--- src/rtl/irq_controller_if.sv ---
// irq_controller_if: CPU-side bus of the interrupt controller.
// Carries the register decode port (select, write strobe, data) and the
// 65C816 interrupt pins. The CPU/register-decode side uses the master modport;
// the controller uses the slave modport.
interface irq_controller_if;
    logic [1:0] reg_sel;
    logic       reg_wr;
    logic [7:0] reg_wdata;
    logic [7:0] reg_rdata;
    logic       vp;
    logic       irq_n;
    logic       nmi_n;
    logic [3:0] in_service;

    modport master (
        output reg_sel, reg_wr, reg_wdata, vp,
        input  reg_rdata, irq_n, nmi_n, in_service
    );

    modport slave (
        input  reg_sel, reg_wr, reg_wdata, vp,
        output reg_rdata, irq_n, nmi_n, in_service
    );
endinterface

--- src/rtl/irq_controller.sv ---
// irq_controller: eight-source prioritising interrupt controller for the 65C816.
// Sources are synchronised, latched into PENDING (edge or level per source),
// masked, and presented on irq_n. A vector-pull driven FSM latches the index
// of the source being serviced. Bit 0 is the highest priority.
// Optional NMI pulse generator: define IRQ_CTRL_NMI_EN to compile it in;
// without it nmi_src is ignored and nmi_n is held high.
module irq_controller #(
    parameter int NMI_PULSE = 8
) (
    input  logic            clk,
    input  logic            internal_reset,
    input  logic [7:0]      src_req,
    input  logic            nmi_src,
    irq_controller_if.slave bus
);
    typedef enum logic [1:0] {
        IDLE    = 2'd0,
        PEND    = 2'd1,
        SERVICE = 2'd2
    } state_t;

    localparam logic [1:0] SEL_STATUS = 2'd0;
    localparam logic [1:0] SEL_MASK   = 2'd1;
    localparam logic [1:0] SEL_EDGE   = 2'd2;
    localparam logic [1:0] SEL_VECTOR = 2'd3;

    logic [7:0] src_p0, src_p1, src_p2;
    logic [7:0] pending_q, mask_q, edge_q;
    logic [7:0] active, src_rise, pend_set, pend_clr;
    logic [2:0] active_idx;
    state_t     state_q, state_nxt;
    logic       svc_take, svc_done;
    logic       irq_n_q;
    logic [3:0] in_service_q;
    logic       nmi_n_r;
    logic       nmi_ok;

    // Lowest set bit index of a request vector (bit 0 wins).
    function automatic logic [2:0] lowest_idx(input logic [7:0] v);
        logic [2:0] idx;
        idx = 3'd0;
        for (int i = 7; i >= 0; i--) begin
            if (v[i]) idx = 3'(i);
        end
        return idx;
    endfunction

    assign src_rise   = src_p1 & ~src_p2;
    assign pend_set   = (edge_q & src_rise) | (~edge_q & src_p1);
    assign pend_clr   = (bus.reg_wr && bus.reg_sel == SEL_STATUS) ? bus.reg_wdata : 8'h00;
    assign active     = pending_q & mask_q;
    assign active_idx = lowest_idx(active);

    // Request synchroniser (_p0/_p1) and edge-detect history (_p2).
    always_ff @(posedge clk or posedge internal_reset) begin
        if (internal_reset) begin
            src_p0 <= 8'h00;
            src_p1 <= 8'h00;
            src_p2 <= 8'h00;
        end else begin
            src_p0 <= src_req;
            src_p1 <= src_p0;
            src_p2 <= src_p1;
        end
    end

    // PENDING/MASK/EDGE registers; a set in the same cycle as a clear wins.
    always_ff @(posedge clk or posedge internal_reset) begin
        if (internal_reset) begin
            pending_q <= 8'h00;
            mask_q    <= 8'h00;
            edge_q    <= 8'h00;
        end else begin
            pending_q <= (pending_q & ~pend_clr) | pend_set;
            if (bus.reg_wr && bus.reg_sel == SEL_MASK) mask_q <= bus.reg_wdata;
            if (bus.reg_wr && bus.reg_sel == SEL_EDGE) edge_q <= bus.reg_wdata;
        end
    end

    // Combinational register read mux; VECTOR is read-only.
    always_comb begin
        bus.reg_rdata = 8'h00;
        case (bus.reg_sel)
            SEL_STATUS: bus.reg_rdata = pending_q;
            SEL_MASK:   bus.reg_rdata = mask_q;
            SEL_EDGE:   bus.reg_rdata = edge_q;
            SEL_VECTOR: bus.reg_rdata = {|active, 4'b0000, active_idx};
            default:    bus.reg_rdata = 8'h00;
        endcase
    end

`ifdef IRQ_CTRL_NMI_EN
    localparam logic [7:0] NMI_LOAD = 8'(NMI_PULSE);

    logic       nmi_p0, nmi_p1, nmi_p2;
    logic [7:0] nmi_cnt_q;
    logic [2:0] nmi_hold_q;

    // NMI synchroniser, pulse counter and post-pulse holdoff for IRQ service.
    always_ff @(posedge clk or posedge internal_reset) begin
        if (internal_reset) begin
            nmi_p0     <= 1'b0;
            nmi_p1     <= 1'b0;
            nmi_p2     <= 1'b0;
            nmi_cnt_q  <= 8'h00;
            nmi_n_r    <= 1'b1;
            nmi_hold_q <= 3'd0;
        end else begin
            nmi_p0 <= nmi_src;
            nmi_p1 <= nmi_p0;
            nmi_p2 <= nmi_p1;
            // An edge during a running pulse is dropped, not queued.
            if (nmi_cnt_q == 8'h00 && nmi_p1 && !nmi_p2)
                nmi_cnt_q <= NMI_LOAD;
            else if (nmi_cnt_q != 8'h00)
                nmi_cnt_q <= nmi_cnt_q - 8'h01;
            nmi_n_r <= (nmi_cnt_q == 8'h00);
            // Keep IRQ vector pulls blocked for 4 cycles after the pulse ends.
            if (!nmi_n_r)
                nmi_hold_q <= 3'd4;
            else if (nmi_hold_q != 3'd0)
                nmi_hold_q <= nmi_hold_q - 3'd1;
        end
    end

    assign nmi_ok = nmi_n_r && (nmi_hold_q == 3'd0);
`else
    logic unused_nmi;
    assign unused_nmi = nmi_src ^ 1'(NMI_PULSE);
    assign nmi_n_r    = 1'b1;
    assign nmi_ok     = 1'b1;
`endif

    // Service FSM next-state: a vector pull in PEND claims the lowest active source.
    always_comb begin
        state_nxt = state_q;
        svc_take  = 1'b0;
        svc_done  = 1'b0;
        case (state_q)
            IDLE: begin
                if (|active) state_nxt = PEND;
            end
            PEND: begin
                if (!(|active)) begin
                    state_nxt = IDLE;
                end else if (!bus.vp && nmi_ok) begin
                    state_nxt = SERVICE;
                    svc_take  = 1'b1;
                end
            end
            SERVICE: begin
                if (!active[in_service_q[2:0]]) begin
                    state_nxt = IDLE;
                    svc_done  = 1'b1;
                end
            end
            default: state_nxt = IDLE;
        endcase
    end

    // FSM state plus registered irq_n and in_service outputs.
    always_ff @(posedge clk or posedge internal_reset) begin
        if (internal_reset) begin
            state_q      <= IDLE;
            irq_n_q      <= 1'b1;
            in_service_q <= 4'h0;
        end else begin
            state_q <= state_nxt;
            irq_n_q <= !((state_nxt != IDLE) && (|active));
            if (svc_take)
                in_service_q <= {1'b1, active_idx};
            else if (svc_done)
                in_service_q <= 4'h0;
        end
    end

    assign bus.irq_n      = irq_n_q;
    assign bus.nmi_n      = nmi_n_r;
    assign bus.in_service = in_service_q;
endmodule

--- src/flat_wrapper.sv ---
// flat-port wrapper written by rule: the top's interface ports become plain ports
module irq_controller_flat 
#(
    parameter int NMI_PULSE = 8
)
  (clk, internal_reset, src_req, nmi_src, bus_reg_sel, bus_reg_wr, bus_reg_wdata, bus_vp, bus_reg_rdata, bus_irq_n, bus_nmi_n, bus_in_service);
  irq_controller_if bus_i ();
  input  logic clk;
  input  logic internal_reset;
  input  logic [7:0] src_req;
  input  logic nmi_src;
  input wire logic [$bits(bus_i.reg_sel)-1:0] bus_reg_sel;
  input wire logic [$bits(bus_i.reg_wr)-1:0] bus_reg_wr;
  input wire logic [$bits(bus_i.reg_wdata)-1:0] bus_reg_wdata;
  input wire logic [$bits(bus_i.vp)-1:0] bus_vp;
  output wire logic [$bits(bus_i.reg_rdata)-1:0] bus_reg_rdata;
  output wire logic [$bits(bus_i.irq_n)-1:0] bus_irq_n;
  output wire logic [$bits(bus_i.nmi_n)-1:0] bus_nmi_n;
  output wire logic [$bits(bus_i.in_service)-1:0] bus_in_service;
  assign bus_i.reg_sel = bus_reg_sel;
  assign bus_i.reg_wr = bus_reg_wr;
  assign bus_i.reg_wdata = bus_reg_wdata;
  assign bus_i.vp = bus_vp;
  assign bus_reg_rdata = bus_i.reg_rdata;
  assign bus_irq_n = bus_i.irq_n;
  assign bus_nmi_n = bus_i.nmi_n;
  assign bus_in_service = bus_i.in_service;
  irq_controller #(.NMI_PULSE(NMI_PULSE)) u_core (.clk(clk), .internal_reset(internal_reset), .src_req(src_req), .nmi_src(nmi_src), .bus(bus_i));
endmodule
--- config.mk ---
export PLATFORM = sky130hd
export DESIGN_NAME = irq_controller_flat
export DESIGN_NICKNAME = d
export VERILOG_FILES = /design/src/rtl/irq_controller_if.sv /design/src/rtl/irq_controller.sv /design/src/flat_wrapper.sv
export SDC_FILE = /design/constraint.sdc
export NUM_CORES = 1
export LEC_CHECK = 0
export CORE_MARGIN = 2
export CORE_UTILIZATION = 35
export CTS_CLUSTER_DIAMETER = 40
export CTS_CLUSTER_SIZE = 16
export DETAILED_ROUTE_END_ITERATION = 10
export MAX_ROUTING_LAYER = met4
export SLEW_MARGIN = 5
export SYNTH_ARGS = -nofsm -noshare
export SYNTH_HDL_FRONTEND = slang
export SYNTH_SLANG_ARGS = --single-unit
--- constraint.sdc ---
create_clock -name clk -period 3.05 [get_ports clk]
set_input_delay 0.4575 -clock clk [delete_from_list [all_inputs] [get_ports clk]]
set_output_delay 0.4575 -clock clk [all_outputs]
set_load 0.05 [all_outputs]
==> reports/metrics.yaml <==
cts:
  post_cts_buffers: 0
  cts_buffers: 5
  clock_latency_ns: 0.31
  clock_path_buffers: 2
  cts_tree: "yes"
  htreeDepth: 2
  clkSlewWorstSetupHoldPaths_ns: 0.10
  ctsResizeCount: 0
  clock-sinks: 55
  root_buffer: "clkbuf_8"
  cts_hold_buf: 0
timing:
  final-hold-violation-count: 0
  whs_ns: 0.3554
  fin_crit_ns: 2.648
  skew_ns: 0.009719
  max_clock_freq_mhz: 377.6
  rsz0062_at_grt: "false"
  setup_viol: 0
  slew_violations: 0
  fin_crit_sh_pct: 86.82
  totalNegativeSetupSlack_ns: 0
  slew_headroom_pct: 38.09
  worstMarginPinSlew_ns: 0.9273
die:
  die_width_um: 84.40
  dieArea_sq_mm: 0.007123
  initial_core_util_pct: 35.83
  core_area_sq_mm: 0.006314
  fp-row-count: 29
  fp.dieH_um: 84.40
  pin_count: 37
power:
  p_per_area_mw_per_mm2: 703.0
  finalPower_mw: 2.001
  vdd_drop_max_mv: 0.3813
  leakagePower_nw: 1.198
critical_path:
  path_max_fanout: 4
  critPathKind: "reg2out"
  regToRegSetupSlack_ns: 1.21
  setup.worst_path.end_class: "primary output"
  worst-endpoint-arrival_ns: 2.19
  cp.required_ns: 2.59
  start_kind: "flop"
hold_path:
  min-delay-path-class: "reg2reg"
placement:
  dpl-instance-area_sq_mm: 0.002730
  place_hpwl_um: 3055
  place_congestion: 0.7508
  port_buffers: 34
final_layout:
  area_growth_syn_to_layout_pct: 25.83
  final_area_sq_mm: 0.002846
  diodes: 0
  num-nets-final: 229
  drive_gt1_share_pct: 25.12
grt:
  grt_max_degree: 47
  overflow: 0
  grt_pass1_wl_um: 7555
  grt_antenna_before_repair: 0
  track_usage_pct: 13.76
  grt_pass1_vias: 1522
route:
  wl_per_cell_um: 14.86
  dr.pass1.iters: 4
  drcViolationCount: 0
  drt_iter0_drc: 104
  drtAntennaViolNets: 0
  wirelength_um: 4221
  vias: 1420
  routed_via_density: 5.000
logic_synthesis:
  synth_seq_area_share_pct: 60.90
  synthTopCellsByArea: "dfrtp_1 (60%), mux2_2 (8.0%), mux4_2 (6.0%)"
  synth_ff_type: "dfrtp_1"
  syn_area_sq_mm: 0.002262
  synth_edf_count: 0
  yosys.area.top_type_share_pct: 59.73
  yosys_warnings: 0
  syn_nets: 188
  ys_types: 32
  syn_inst: 165
  synthTopCellsByCount: "dfrtp_1 (54), nand2_1 (34), mux2_2 (16)"
  ys_async_sr_fraction_pct: 100.0
  yosysTopAreaCell: "dfrtp_1"
  synth.most_common_cell: "dfrtp_1"
  ys_ff_latch: 55
  avgSynthCellArea_sq_um: 13.71
run:
  drv_cap: 0
outcome:
  status: "finished, final reports clean"
worst max-delay path: stages (launching register included):
cell	delay, ns
dfrtp_1	0.44
a22o_4	0.29
nor4_4	0.41
inv_2	0.05
mux4_2	0.48
buf_4	0.21
cells by family (layout without fill, tap and decap cells):
| kind of cell | Yosys count | count (layout) | share of synthesized area (%) |
|---|---|---|---|
| AOI/OAI and AO/OA | 27 | 27 | 10.62 |
| buffers and inverters | 7 | 49 | 1.770 |
| DFF | 55 | 55 | 60.90 |
| muxes | 27 | 27 | 16.15 |
| other | 1 | 1 | 0.1658 |
| and+or+nand+nor | 48 | 48 | 10.40 |
sequential cells by signal, indices dropped and copies added, names as in the netlist:
register               cells
u_core.edge_q              8
u_core.mask_q              8
u_core.pending_q           8
u_core.src_p0              8
u_core.src_p1              8
u_core.src_p2              8
u_core.bus.in_service      4
u_core.state_q             2
u_core.bus.irq_n           1
power by group:
group          total, mW  internal, mW  switching [mW]
clock network      0.495         0.249           0.246
logic              0.584         0.268           0.317
registers          0.921         0.830          0.0913
total               2.00          1.35           0.654
path summary, 6_finish.rpt:
check,from,endpoint,depth (start not counted)
hold / removal,u_core.src_p0[1]$_DFF_PP0_,u_core.src_p1[1]$_DFF_PP0_,0
min in group asynchronous,internal_reset,u_core.src_p1[4]$_DFF_PP0_,2
hold reg to reg,u_core.src_p0[1]$_DFF_PP0_,u_core.src_p1[1]$_DFF_PP0_,0
setup reg to reg,u_core.pending_q[0]$_DFF_PP0_,u_core.bus.in_service[0]$_DFFE_PP0P_,5
max in group asynchronous,internal_reset,u_core.mask_q[0]$_DFFE_PP0P_,3
setup / recovery,u_core.pending_q[0]$_DFF_PP0_,bus_reg_rdata[7],5
final cells by class:
class                   instances  area, sq um
inverters                       3        11.26
multi-input cells             103        844.6
clock inverters                 3        47.55
clock buffers                   5        68.82
flip-flops and latches         55         1378
fillers                       599         3467
well taps                      77        96.34
repair buffers                 38        400.4
metrics by stage:
step	setup slack, ns	instances	util (%)
2_1_floorplan	0.7289	165	-
3_3_place_gp	0.6195	276	43.24
3_5_place_dp	0.6042	276	43.24
4_1_cts	0.4052	284	45.09
5_1_grt	0.3345	284	45.09
6_report	0.4019	284	45.09
per-layer routing:
| layer | vias up | GRT usage (%) | share of wire (%) | wire length, um |
|---|---|---|---|---|
| met5 | - | - | 0 | 0 |
| met2 | 35 | 19.91 | 46 | 1931 |
| met4 | 0 | 5.628 | 1.5 | 65 |
| met3 | 5 | 2.557 | 4.3 | 182 |
| met1 | 709 | 19.24 | 48 | 2041 |
| li1 | 671 | - | - | - |
cells in the final DEF, fill, tap and decap left out, drive strengths merged:
cell,n
a32o,1
a22o,12
nand2,34
o21ai,7
clkinv,1
dfrtp,54
a311o,1
nand3b,3
conb,1
a31oi,2
nor2,2
mux2i,5
buf,12
mux2,16
inv,4
o31ai,1
or3b,1
nor3,1
o22ai,1
bufinv,1
nor2b,2
nor4,1
clkbuf,5
nor3b,2
nand3,2
mux4,6
o21a,2
dfstp,1
clkdlybuf4s50,26
(Power assumes the default switching activity.)
